**config.mk**
```make
export PLATFORM = sky130hd
export DESIGN_NAME = multicycle_alu
export DESIGN_NICKNAME = d
export VERILOG_FILES = /design/src/rtl/malu_pkg.sv /design/src/rtl/seq_muldiv.sv /design/src/rtl/multicycle_alu.sv
export SDC_FILE = /design/constraint.sdc
export NUM_CORES = 1
export LEC_CHECK = 0
export CAP_MARGIN = 10
export CORE_MARGIN = 8
export CORE_UTILIZATION = 30
export CTS_CLUSTER_SIZE = 20
export DETAILED_ROUTE_END_ITERATION = 8
export PLACE_DENSITY = 0.49
export SYNTH_ARGS = -nofsm -noshare
export SYNTH_HDL_FRONTEND = slang
export SYNTH_SLANG_ARGS = --single-unit
```
**constraint.sdc**
```tcl
create_clock -name CLK -period 7.7 [get_ports CLK]
set_input_delay 1.54 -clock CLK [delete_from_list [all_inputs] [get_ports CLK]]
set_output_delay 1.54 -clock CLK [all_outputs]
set_load 0.005 [all_outputs]
```
**src/rtl/malu_pkg.sv**
```systemverilog
// Shared types for the multi-cycle ALU: opcode encoding, FSM states and
// the helper that tells single-cycle ops from iterative ones.
package malu_pkg;

    typedef enum logic [3:0] {
        ADD   = 4'd0,
        SUB   = 4'd1,
        AND   = 4'd2,
        OR    = 4'd3,
        XOR   = 4'd4,
        LSH   = 4'd5,
        RSH   = 4'd6,
        PASSA = 4'd7,
        PASSB = 4'd8,
        MULLO = 4'd9,
        MULHI = 4'd10,
        DIV   = 4'd11,
        MOD   = 4'd12
    } alu_op_t;

    typedef enum logic {
        IDLE = 1'b0,
        RUN  = 1'b1
    } state_t;

    function automatic logic is_multicycle(alu_op_t op);
        return (op == MULLO) || (op == MULHI) || (op == DIV) || (op == MOD);
    endfunction

endpackage

```
**src/rtl/seq_muldiv.sv**
```systemverilog
// Iterative unsigned multiply (shift-add) and divide (restoring), one step per cycle.
// lo/hi present the result of the step being taken, so they are final while last is high.
module seq_muldiv #(
    parameter int W = 8
) (
    input  logic         CLK,
    input  logic         Reset,
    input  logic         load,
    input  logic         mode,
    input  logic [W-1:0] A,
    input  logic [W-1:0] B,
    output logic [W-1:0] lo,
    output logic [W-1:0] hi,
    output logic         last
);

    localparam int CW = $clog2(W + 1);

    logic [2*W-1:0] acc_q, acc_d;
    logic [W-1:0]   opnd_q;
    logic           mode_q;
    logic           active_q;
    logic [CW-1:0]  cnt_q;

    logic [W:0]   mulSum;
    logic [W:0]   divShift;
    logic [W-1:0] divTrial;
    logic         divGe;

    // mul: acc = {partial, multiplier}; div: acc = {remainder, quotient/dividend}
    always_comb begin
        mulSum   = {1'b0, acc_q[2*W-1:W]} + (acc_q[0] ? {1'b0, opnd_q} : '0);
        divShift = {acc_q[2*W-1:W], acc_q[W-1]};
        divGe    = divShift[W] || (divShift[W-1:0] >= opnd_q);
        divTrial = divShift[W-1:0] - opnd_q;
        if (mode_q) begin
            acc_d = {(divGe ? divTrial : divShift[W-1:0]), acc_q[W-2:0], divGe};
        end else begin
            acc_d = {mulSum, acc_q[W-1:1]};
        end
    end

    assign lo   = acc_d[W-1:0];
    assign hi   = acc_d[2*W-1:W];
    assign last = active_q && (cnt_q == CW'(W - 1));

    always_ff @(posedge CLK or posedge Reset) begin
        if (Reset) begin
            acc_q    <= '0;
            opnd_q   <= '0;
            mode_q   <= 1'b0;
            active_q <= 1'b0;
            cnt_q    <= '0;
        end else if (load) begin
            acc_q    <= mode ? {{W{1'b0}}, A} : {{W{1'b0}}, B};
            opnd_q   <= mode ? B : A;
            mode_q   <= mode;
            active_q <= 1'b1;
            cnt_q    <= '0;
        end else if (active_q) begin
            acc_q <= acc_d;
            cnt_q <= cnt_q + 1'b1;
            if (last) begin
                active_q <= 1'b0;
            end
        end
    end

endmodule

```
**src/rtl/multicycle_alu.sv**
```systemverilog
// Clocked ALU with START/BUSY/DONE handshake: logic/arith/shift ops finish in one
// cycle, multiply/divide run W iterations in seq_muldiv.
module multicycle_alu
    import malu_pkg::*;
#(
    parameter int W = 8
) (
    input  logic         CLK,
    input  logic         Reset,
    input  logic         START,
    input  logic [3:0]   OP,
    input  logic [W-1:0] INPUTA,
    input  logic [W-1:0] INPUTB,
    input  logic         SC_IN,
    output logic         BUSY,
    output logic         DONE,
    output logic [W-1:0] OUT,
    output logic         SC_OUT,
    output logic         ZERO,
    output logic         DIV_BY_ZERO
);

    localparam logic [W-1:0] SHIFT_LIMIT = W'(W);

    state_t       state_q, state_d;
    alu_op_t      op_q, op_d;
    logic         bzero_q, bzero_d;
    logic [W-1:0] out_q, out_d;
    logic         sc_q, sc_d;
    logic         zero_q, zero_d;
    logic         dbz_q, dbz_d;
    logic         done_q, done_d;

    alu_op_t      opIn;
    logic         load;
    logic         divMode;
    logic         last;
    logic [W-1:0] mdLo, mdHi, mdRes;
    logic [W:0]   addSum, subDiff;
    logic [W-1:0] singleRes;
    logic         singleSc;

    assign opIn    = alu_op_t'(OP);
    assign divMode = (opIn == DIV) || (opIn == MOD);
    assign addSum  = {1'b0, INPUTA} + {1'b0, INPUTB} + {{W{1'b0}}, SC_IN};
    assign subDiff = {1'b0, INPUTA} - {1'b0, INPUTB} - {{W{1'b0}}, SC_IN};

    seq_muldiv #(.W(W)) u_muldiv (
        .CLK   (CLK),
        .Reset (Reset),
        .load  (load),
        .mode  (divMode),
        .A     (INPUTA),
        .B     (INPUTB),
        .lo    (mdLo),
        .hi    (mdHi),
        .last  (last)
    );

    always_comb begin
        singleRes = '0;
        singleSc  = 1'b0;
        case (opIn)
            ADD:     begin singleRes = addSum[W-1:0];  singleSc = addSum[W];  end
            SUB:     begin singleRes = subDiff[W-1:0]; singleSc = subDiff[W]; end
            AND:     singleRes = INPUTA & INPUTB;
            OR:      singleRes = INPUTA | INPUTB;
            XOR:     singleRes = INPUTA ^ INPUTB;
            LSH:     singleRes = (INPUTB >= SHIFT_LIMIT) ? '0 : (INPUTA << INPUTB);
            RSH:     singleRes = (INPUTB >= SHIFT_LIMIT) ? '0 : (INPUTA >> INPUTB);
            PASSA:   singleRes = INPUTA;
            PASSB:   singleRes = INPUTB;
            default: singleRes = '0;
        endcase
    end

    // division by zero needs no special path: the restoring loop yields all-ones / A
    always_comb begin
        case (op_q)
            MULLO:   mdRes = mdLo;
            DIV:     mdRes = mdLo;
            default: mdRes = mdHi;
        endcase
    end

    always_comb begin
        state_d = state_q;
        op_d    = op_q;
        bzero_d = bzero_q;
        out_d   = out_q;
        sc_d    = sc_q;
        zero_d  = zero_q;
        dbz_d   = dbz_q;
        done_d  = 1'b0;
        load    = 1'b0;
        case (state_q)
            IDLE: begin
                if (START) begin
                    if (is_multicycle(opIn)) begin
                        load    = 1'b1;
                        op_d    = opIn;
                        bzero_d = (INPUTB == '0);
                        state_d = RUN;
                    end else begin
                        out_d  = singleRes;
                        sc_d   = singleSc;
                        zero_d = (singleRes == '0);
                        dbz_d  = 1'b0;
                        done_d = 1'b1;
                    end
                end
            end
            RUN: begin
                if (last) begin
                    out_d   = mdRes;
                    sc_d    = 1'b0;
                    zero_d  = (mdRes == '0);
                    dbz_d   = bzero_q && ((op_q == DIV) || (op_q == MOD));
                    done_d  = 1'b1;
                    state_d = IDLE;
                end
            end
        endcase
    end

    always_ff @(posedge CLK or posedge Reset) begin
        if (Reset) begin
            state_q <= IDLE;
            op_q    <= ADD;
            bzero_q <= 1'b0;
            out_q   <= '0;
            sc_q    <= 1'b0;
            zero_q  <= 1'b1;
            dbz_q   <= 1'b0;
            done_q  <= 1'b0;
        end else begin
            state_q <= state_d;
            op_q    <= op_d;
            bzero_q <= bzero_d;
            out_q   <= out_d;
            sc_q    <= sc_d;
            zero_q  <= zero_d;
            dbz_q   <= dbz_d;
            done_q  <= done_d;
        end
    end

    assign BUSY        = (state_q == RUN);
    assign DONE        = done_q;
    assign OUT         = out_q;
    assign SC_OUT      = sc_q;
    assign ZERO        = zero_q;
    assign DIV_BY_ZERO = dbz_q;

endmodule
```
Yosys cells after proc, flatten, opt, wreduce, memory -nomap -nowiden

Index checks and enable logic that the tools add are counted.

Register bits after elaboration: 48
Bits of input ports: 24
Word-level logic and storage cells: 104

Add/sub/neg operators: 7
$lt $le $gt $ge: 2
Equal/unequal tests: 19
Shift operators: 2
Muxes and demuxes: 41
Bitwise gates (word level): 4
Reductions and logical operators: 16

Operators with widths:

| operator                                            | count |
|---|---|
| two-way mux 8 bit                                   | 10 |
| one-hot mux 8 bit (9 select lines)                  | 1 |
| two-way mux 16 bit                                  | 3 |
| == test 4 bit, second input constant                | 8 |
| logical NOT 8 bit                                   | 3 |
| == test 4 x 3 -> 1 bit, second input constant       | 5 |
| two-way mux 1 bit                                   | 18 |
| one-hot mux 8 bit (2 select lines)                  | 1 |
| one-hot mux 1 bit (2 select lines)                  | 6 |
| adder 8 x 8 -> 9 bit                                | 1 |
| adder 8 x 9 -> 9 bit                                | 1 |
| adder 9 x 1 -> 9 bit                                | 1 |
| subtractor 8 x 8 -> 9 bit                           | 1 |
| subtractor 9 x 1 -> 9 bit                           | 1 |
| bitwise AND 8 bit                                   | 1 |
| == test 4 x 2 -> 1 bit, second input constant       | 2 |
| >= comparator 8 x 4 -> 1 bit, second input constant | 1 |
| >= comparator 8 bit                                 | 1 |
| two-way mux 4 bit                                   | 2 |
| bitwise OR 8 bit                                    | 1 |
| left shift 8 x 8 -> 8 bit                           | 1 |
| right shift 8 x 8 -> 8 bit                          | 1 |
| subtractor 8 bit                                    | 1 |
| bitwise XOR 8 bit                                   | 1 |
| other kinds (11)                                    | 19 |

Logic depth before layout (Yosys ltp)

Gate-level depths: netlist of the first run.

Word-level depth: 8
Depth in mapped cells: 13
Gate-level depth less buffers: 12

Cells and area by module

Synthesis of the first run repeated with hierarchy kept, for this count alone.

Cell total of the unflattened synthesis: 661
Area total of the unflattened synthesis: 5559.1 µm²

Modules (own cells, without submodules):

| module         | instances | cells each | area each (µm²) |
|---|---|---|---|
| multicycle_alu | 1         | 376        | 3010.4 |
| seq_muldiv     | 1         | 285        | 2548.7 |

Least setup slack after synthesis of the first run

OpenSTA, ideal clock, no wires.

Kind: input-to-reg
Start point: input INPUTB[0]
End point: register out_q[7], in the netlist OUT[7]
Data arrival time: 4.263 ns
Required time: 7.563 ns
Setup slack: 3.300 ns
Stages on the path: 13
Path buffers: 2
Cell sequence: buf_2 clkbuf_1 inv_1 fa_1 ha_1 o21ai_0 a311oi_1 a31oi_1 xnor2_1 a211o_1 a21oi_1 mux2_2 a21oi_1

Longest elaborated chain between the ends: 6
Elaborated cells on any way between the ends: 13
Classes of those cells: add/sub (4); order compare (1); shift (2); mux (6)

Ends and longest elaborated chain:

| element                                                 | line                  | RTL |
|---|---|---|
| start: declaration                                      | multicycle_alu.sv:13  | `input logic [W-1:0] INPUTB,` |
| subtractor 8 x 8 -> 9 bit, or another cell as far along | multicycle_alu.sv:46  | `assign subDiff = {1'b0, INPUTA} - {1'b0, INPUTB} - {{W{1'b0}}, SC_IN};` |
| subtractor 9 x 1 -> 9 bit, or another cell as far along | multicycle_alu.sv:46  |  |
| one-hot mux 8 bit (9 select lines) (*)                  | multicycle_alu.sv:63  | `case (opIn)` |
| two-way mux 8 bit (*)                                   | multicycle_alu.sv:99  | `if (is_multicycle(opIn)) begin` |
| two-way mux 8 bit (*)                                   | multicycle_alu.sv:98  | `if (START) begin` |
| one-hot mux 8 bit (2 select lines) (*)                  | multicycle_alu.sv:96  | `case (state_q)` |
| end signal: assignment                                  | multicycle_alu.sv:140 | `out_q <= out_d;` |
| end: declaration                                        | multicycle_alu.sv:28  | `logic [W-1:0] out_q, out_d;` |

Every way passes the cells marked *; elsewhere a longest branch is shown, timed or not. The select of a mux whose other input is x is not followed.
A chain may end at the register's enable or synchronous reset.

Worst setup path after layout of the first run

Start point: input INPUTB[0]
End point: register zero_q, in the netlist ZERO

Longest elaborated chain between the ends: 7
Elaborated cells on any way between the ends: 17
Classes of those cells: add/sub (4); order compare (1); shift (2); mux (6); bitwise (3); reduce/logical (1)

Ends and longest elaborated chain:

| element                                                 | line                  | RTL |
|---|---|---|
| subtractor 8 x 8 -> 9 bit, or another cell as far along | multicycle_alu.sv:46  |  |
| subtractor 9 x 1 -> 9 bit, or another cell as far along | multicycle_alu.sv:46  |  |
| one-hot mux 8 bit (9 select lines) (*)                  | multicycle_alu.sv:63  |  |
| logical NOT 8 bit (*)                                   | multicycle_alu.sv:107 | `zero_d = (singleRes == '0);` |
| two-way mux 1 bit (*)                                   | multicycle_alu.sv:99  |  |
| two-way mux 1 bit (*)                                   | multicycle_alu.sv:98  |  |
| one-hot mux 1 bit (2 select lines) (*)                  | multicycle_alu.sv:96  |  |
| end signal: assignment                                  | multicycle_alu.sv:142 | `zero_q <= zero_d;` |
| end: declaration                                        | multicycle_alu.sv:30  | `logic zero_q, zero_d;` |

Marks and branches as above.

==> impl_metrics.py, run 1 <==
metrics = {
    "clock_tree": {
        "worstSkewPairLatency_ns": 0.29,
        "ctsResizeCount": 0,
        "htree_levels": 2,
        "postCtsHoldBufs": 0,
        "max-clock-path-buffers": 2,
        "clkSlewWorstSetupHoldPaths_ns": 0.07,
        "cts_setup_buffers": 0,
        "cts-root-buf": "clkbuf_16",
        "numCtsBuffers": 5,
        "tritoncts_clock_tree": "done",
        "clock-sinks": 48,
    },
    "final_layout": {
        "finalNetCount": 768,
        "footprint_of_the_multi_input_gates_um2": 3850,
        "fin_util_pct": 34.1,
        "drive_gt1_share_pct": 6.36,
        "area_growth_pct": 12.8,
        "layout.area.seq_um2": 1200,
        "fillers": 1892,
        "insertedDiodeCount": 0,
    },
    "yosys": {
        "synth-seq-area-share_pct": 22.4,
        "yosysUniqueCellTypes": 61,
        "postSynth.asyncResetShare_pct": 100,
        "synth_nets": 760,
        "yosys_warnings": 0,
        "postSynthAreaPerCell_um2": 7.87,
        "synthesis.instances": 683,
        "count_of_flip_flops_with_a_built_in_enable_after_synthesis": 0,
        "yosys_register_bits": 48,
        "mapped_area_um2": 5380,
        "synth_flop_cell": "dfrtp_1",
    },
    "setup_path": {
        "worstRegToRegCells": 12,
        "worstPathMaxFanout": 24,
        "end_kind": "flip-flop",
        "worst_path_required_time_ns": 7.90,
        "critical_path_class": "in2reg",
        "worst_r2r_endpoint": "ZERO",
        "r2r_start": "u_muldiv.acc_q[7]",
        "cpMaxStageDelayCell": "clkdlybuf4s50_1",
        "start_kind": "primary input",
        "ff2ff_setup_slack_ns": 3.97,
        "critPathArrivalTime_ns": 5.67,
        "critical-path-max-stage-delay_ns": 1.18,
        "cp_cell_sequence": "clkdlybuf4s50_1 > fa_1 > ha_1 > xor2_1 > a32oi_1 > o21ai_0 > a2111oi_0 > o2111ai_1 > nor4_1 > a32oi_1 > o31ai_1",
        "most_frequent_cell_on_the_critical_path": "a32oi_1",
    },
    "detailed_routing": {
        "wl_per_cell_um": 20.2,
        "drcViolationCount": 0,
        "first_pass_iters": 5,
        "drt_iter0_drc": 406,
        "via_per_inst": 5.58,
        "routed-via-count": 5138,
        "detail-route-antenna-nets": 0,
        "drt-total-wl_mm": 18.6,
    },
    "sta": {
        "finalSetupTns_ns": 0,
        "rsz0062_at_grt": "no",
        "worst_max_slew_margin_expressed_relative_to_the_limit_pct": 25.0,
        "fin_worst_skew_ns": 0.00536,
        "tightest_slew_ns": 1.12,
        "setup_viol": 0,
        "finalHoldViolations": 0,
        "slew_viol_final": 0,
        "timing.fmax_mhz": 183,
        "finalCritPeriodShare_pct": 71.0,
        "final.min_clock_period_ns": 5.47,
    },
    "die": {
        "start_util_pct": 30.2,
        "chipWidth_um": 150,
        "total_die_area_um2": 22500,
        "io_pins": 37,
        "die_height_um": 150,
        "fp-row-count": 49,
        "placeableCoreArea_um2": 17800,
    },
    "global_route": {
        "number_of_antenna_violations_at_the_first_check_in_global_routing": 0,
        "grt-ovfl-total": 0,
        "gr-usage-met2_pct": 26.0,
        "globalRouteTotalUtil_pct": 16.7,
        "grt.met1_usage_pct": 24.4,
        "maximum_number_of_pins_on_one_net_before_global_route_repair": 49,
        "globalRouteMet3Util_pct": 1.78,
        "number_of_global_route_vias_before_repair": 5051,
        "grt_first_pass_wirelength_mm": 29.4,
        "grt-busiest-layer": "met2",
    },
    "hold_path": {
        "min-delay-path-class": "reg2reg",
        "min_from": "bzero_q",
        "hold_depth": 2,
        "worstHoldEndpoint": "bzero_q",
    },
    "power": {
        "vdd_drop_max_mv": 0.150,
        "leakagePower_nw": 2.56,
        "p_per_area_nw_per_um2": 359,
    },
    "placement": {
        "buffer_ports.inserted": 36,
        "gp_routability_congestion": 0.931,
        "detailedPlacementHpwl_mm": 14.4,
    },
    "run": {
        "maxCapViolations": 0,
    },
    "status": {
        "status": "finished, final reports clean",
    },
}
-- state kept, by name (all words and copies together), names as in the netlist --
name / flops
u_muldiv.acc_q: 16
BUSY: 1
SC_OUT: 1
bzero_q: 1
ZERO: 1
DONE: 1
u_muldiv.active_q: 1
OUT: 8
op_q: 4
u_muldiv.mode_q: 1
u_muldiv.opnd_q: 8
DIV_BY_ZERO: 1
u_muldiv.cnt_q: 4
-- power breakdown --
part | switching (mW) | leakage (nW) | total (mW) | internal (mW)
Combinational | 0.801 | 1.92 | 1.43 | 0.630
Sequential | 0.142 | 0.574 | 0.515 | 0.373
Clock | 0.0990 | 0.0691 | 0.228 | 0.129
-- synth_stat cells (all sizes together), types with 7 or more instances --
cell	count	area share (%)
a32oi	7	1.1
mux2i	21	3.9
mux2	12	2.6
o22ai	9	1.0
mux4	8	3.4
inv	44	3.1
nand2	64	4.5
dfrtp	47	22
a22oi	7	0.98
o211ai	18	2.5
xor2	13	2.1
clkbuf	37	2.6
a211oi	10	1.5
nor3	10	0.93
a21oi	58	5.4
a21o	13	1.8
nor2	71	5.0
or3	7	0.81
o21a	7	0.98
o21ai	48	4.5
nand2b	19	2.2
xnor2	11	1.8
ha	47	11
and2	8	0.93
-- area by class of cell --
| type | instances | share of cell area (%) |
|---|---|---|
| Tap cell | 229 | 4.72 |
| Sequential cell | 48 | 19.8 |
| Clock buffer | 6 | 2.29 |
| Timing Repair Buffer | 42 | 6.68 |
| Multi-Input combinational cell | 550 | 63.5 |
| Inverter | 44 | 2.72 |
| Clock inverter | 2 | 0.248 |
-- layer usage --
layer	wire, µm	vias to the layer above
met4	189	0
met3	866	11
li1	-	2468
met1	9300	2507
met2	8220	152
met5	0	-
-- kinds of logic after synthesis --
logic type | count (synthesis) | synth area share, %
buffers and inverters | 85 | 6.10
AO/OA/AOI/OAI | 208 | 24.5
multiplexers | 41 | 9.84
XOR/XNOR | 24 | 3.91
flip-flops | 48 | 22.4
adder cells (fa/ha/maj) | 53 | 13.2
AND/OR/NAND/NOR | 224 | 20.1
-- through the flow --
step	power [mW]	std cells	area (µm²)	worst slack, ns	hold slack (ns)
floorplan	1.52	683	5380	3.30	0.446
global placement	1.93	913	5910	2.27	0.469
detailed placement	1.94	913	5910	2.12	0.469
CTS	2.18	921	6070	2.40	0.488
global route	2.37	921	6070	2.10	0.513
finish	2.17	921	6070	2.23	0.481
-- layout by cell type (no fill, tap or decap), types with 9 or more instances in the layout --
cell type,netlist,layout
xor2_1,13,13
o22ai_1,9,9
ha_1,47,47
nand2_1,64,64
mux2_2,11,11
nor3_1,10,10
nor2_1,71,71
dfrtp_1,47,47
clkdlybuf4s50_1,0,36
a21o_1,12,12
o21ai_0,47,47
inv_1,44,43
o211ai_1,18,18
a21oi_1,58,58
a211oi_1,9,9
mux2i_1,21,21
nand2b_1,19,19
xnor2_1,11,11
-- how the worst max path moves through the flow --
stage / start / to / slack [ns] / cells past startpoint
after floorplan: INPUTB[0] / OUT[7] / 3.30 / 13
after global placement: INPUTB[0] / OUT[7] / 2.27 / 12
final: INPUTB[0] / ZERO / 2.23 / 11
after CTS: INPUTB[0] / ZERO / 2.40 / 11
after detailed placement: INPUTB[0] / ZERO / 2.12 / 11
after global routing: INPUTB[0] / ZERO / 2.10 / 11
-- critical path, delay by kind of cell --
kind | cells | cell delay (ns)
AOI/OAI and AO/OA | 6 | 1.58
buffers and inverters | 1 | 1.18
adders and majority gates | 2 | 0.92
and+or+nand+nor | 1 | 0.29
xor gates and xnor gates | 1 | 0.15
No activity file was read; power rests on OpenSTA's default activity.
==> run 2, diff against run 1 <==
Settings changed: PLACE_DENSITY 0.49 to 0.51.
Clock period 7.7 ns to 4.6 ns, I/O delays scaled along.
==> impl_metrics.py, run 2 (synthesis gave the netlist of run 1 again) <==
metrics = {
    "sta": {
        "final_critical_path_setup_slack_ns": 0.708,
        "finalSetupTns_ns": 0,
        "fin_worst_skew_ns": 0.00652,
        "finalCritPeriodShare_pct": 84.6,
        "finalHoldViolations": 0,
        "timing.fmax_mhz": 257,
        "setup_viol": 0,
        "worst_max_slew_margin_expressed_relative_to_the_limit_pct": 31.6,
        "rsz0062_at_grt": "no",
        "tightest_slew_ns": 1.02,
        "final.min_clock_period_ns": 3.89,
        "slew_viol_final": 0,
    },
    "global_route": {
        "grt-ovfl-total": 0,
        "maximum_number_of_pins_on_one_net_before_global_route_repair": 49,
        "globalRouteTotalUtil_pct": 16.5,
        "number_of_global_route_vias_before_repair": 5207,
        "number_of_antenna_violations_at_the_first_check_in_global_routing": 0,
        "grt_first_pass_wirelength_mm": 29.3,
    },
    "final_layout": {
        "drive_gt1_share_pct": 8.72,
        "area_growth_pct": 15.4,
        "layout.cells.most_common_list": "71 x nor2_1, 64 x nand2_1, 58 x a21oi_1",
        "reg_with_most_ffs": "u_muldiv.acc_q",
        "finalNetCount": 787,
        "largest_reg_flops": 16,
        "fillers": 1898,
        "insertedDiodeCount": 0,
        "layout.cells.most_common": "nor2_1",
    },
    "power": {
        "leakagePower_nw": 2.66,
        "vdd_drop_max_mv": 0.496,
        "p_per_area_nw_per_um2": 594,
    },
    "clock_tree": {
        "cts-root-buf": "clkbuf_16",
        "clkSlewWorstSetupHoldPaths_ns": 0.07,
        "max-clock-path-buffers": 2,
        "ctsResizeCount": 0,
        "clock-sinks": 48,
        "htree_levels": 2,
        "tritoncts_clock_tree": "done",
        "worstSkewPairLatency_ns": 0.29,
        "cts_setup_buffers": 0,
        "numCtsBuffers": 5,
        "postCtsHoldBufs": 0,
    },
    "hold_path": {
        "min-delay-path-class": "reg2reg",
    },
    "setup_path": {
        "worst_path_required_time_ns": 4.81,
        "critical_path_class": "in2reg",
        "end_kind": "flip-flop",
        "start_kind": "primary input",
        "critPathArrivalTime_ns": 4.10,
        "worstPathMaxFanout": 10,
    },
    "placement": {
        "buffer_ports.inserted": 36,
        "detailedPlacementHpwl_mm": 14.2,
        "preCtsSetupSlack_ns": 0.391,
        "gp_routability_congestion": 0.943,
    },
    "die": {
        "start_util_pct": 30.2,
        "io_pins": 37,
        "chipWidth_um": 150,
        "fp-row-count": 49,
        "die_height_um": 150,
        "placeableCoreArea_um2": 17800,
        "total_die_area_um2": 22500,
    },
    "detailed_routing": {
        "drcViolationCount": 0,
        "wl_per_cell_um": 19.5,
        "drt-total-wl_mm": 18.3,
        "detail-route-antenna-nets": 0,
        "via_per_inst": 5.62,
        "routed-via-count": 5282,
        "first_pass_iters": 5,
        "drt_iter0_drc": 410,
    },
    "status": {
        "status": "finished, final reports clean",
    },
    "run": {
        "maxCapViolations": 0,
    },
}
-- run 2: cell count changes in the layout (fill, tap and decap cells not counted) --
cell,before,now
buf_4,6,25
clkbuf_1,0,1
clkinv_4,0,1
clkinvlp_4,2,0
-- run 2: worst paths after layout --
kind | start | to | slack (ns) | cells after the start
worst min-delay path | OUT[2] | OUT[2] | 0.49 | 2
worst max register to register | u_muldiv.acc_q[7] | ZERO | 0.86 | 12
worst min register to register | OUT[2] | OUT[2] | 0.49 | 2
max in group asynchronous | Reset | u_muldiv.acc_q[8] | 2.77 | 2
min in group asynchronous | Reset | DIV_BY_ZERO | 1.20 | 2
worst max-delay path | INPUTA[0] | ZERO | 0.71 | 12
-- run 2: routing by layer --
metal	share of wire (%)	wire length [µm]	vias to the layer above	GRT usage, %
met1	47	8570	2564	22.2
met2	46	8380	182	26.5
met3	4.6	840	35	1.75
met5	0	0	-	0
met4	2.8	511	0	6.60
li1	-	-	2501	-
-- run 2: worst max-delay path: stages --
cell and delay [ns]:
clkdlybuf4s50_1 0.64, fa_1 0.68, ha_1 0.25, xor2_1 0.14, a32oi_1 0.13, o21ai_0 0.10, a2111oi_0 0.37, buf_4 0.20
o2111ai_1 0.12, nor4_1 0.28, a32oi_1 0.16, o31ai_1 0.09
-- run 2: metrics by stage --
step	total power, mW	cells	area [µm²]	utilization (%)	hold slack, ns
6_report	3.69	940	6210	34.9	0.487
5_1_grt	4.02	940	6210	34.9	0.517
4_1_cts	3.69	940	6210	34.9	0.494
3_5_place_dp	3.27	932	6050	34.1	0.477
3_3_place_gp	3.27	932	6050	34.1	0.478
2_1_floorplan	2.55	683	5380	-	0.446
-- run 2: area by class of cell --
| cell class | instances | area (µm²) | share of cell area (%) |
|---|---|---|---|
| multi-input combinational | 550 | 3850 | 62.1 |
| inverter | 44 | 165 | 2.66 |
| clock buffer | 7 | 143 | 2.30 |
| sequential | 48 | 1200 | 19.4 |
| clock inverter | 1 | 8.76 | 0.141 |
| timing repair buffer | 61 | 548 | 8.83 |
| tap | 229 | 287 | 4.62 |
-- run 2: power by group --
group          internal, mW  total, mW  leakage [nW]  switching [mW]
clock network         0.218      0.384        0.0741           0.166
logic                  1.07       2.45          2.01            1.38
registers             0.624      0.850         0.574           0.226
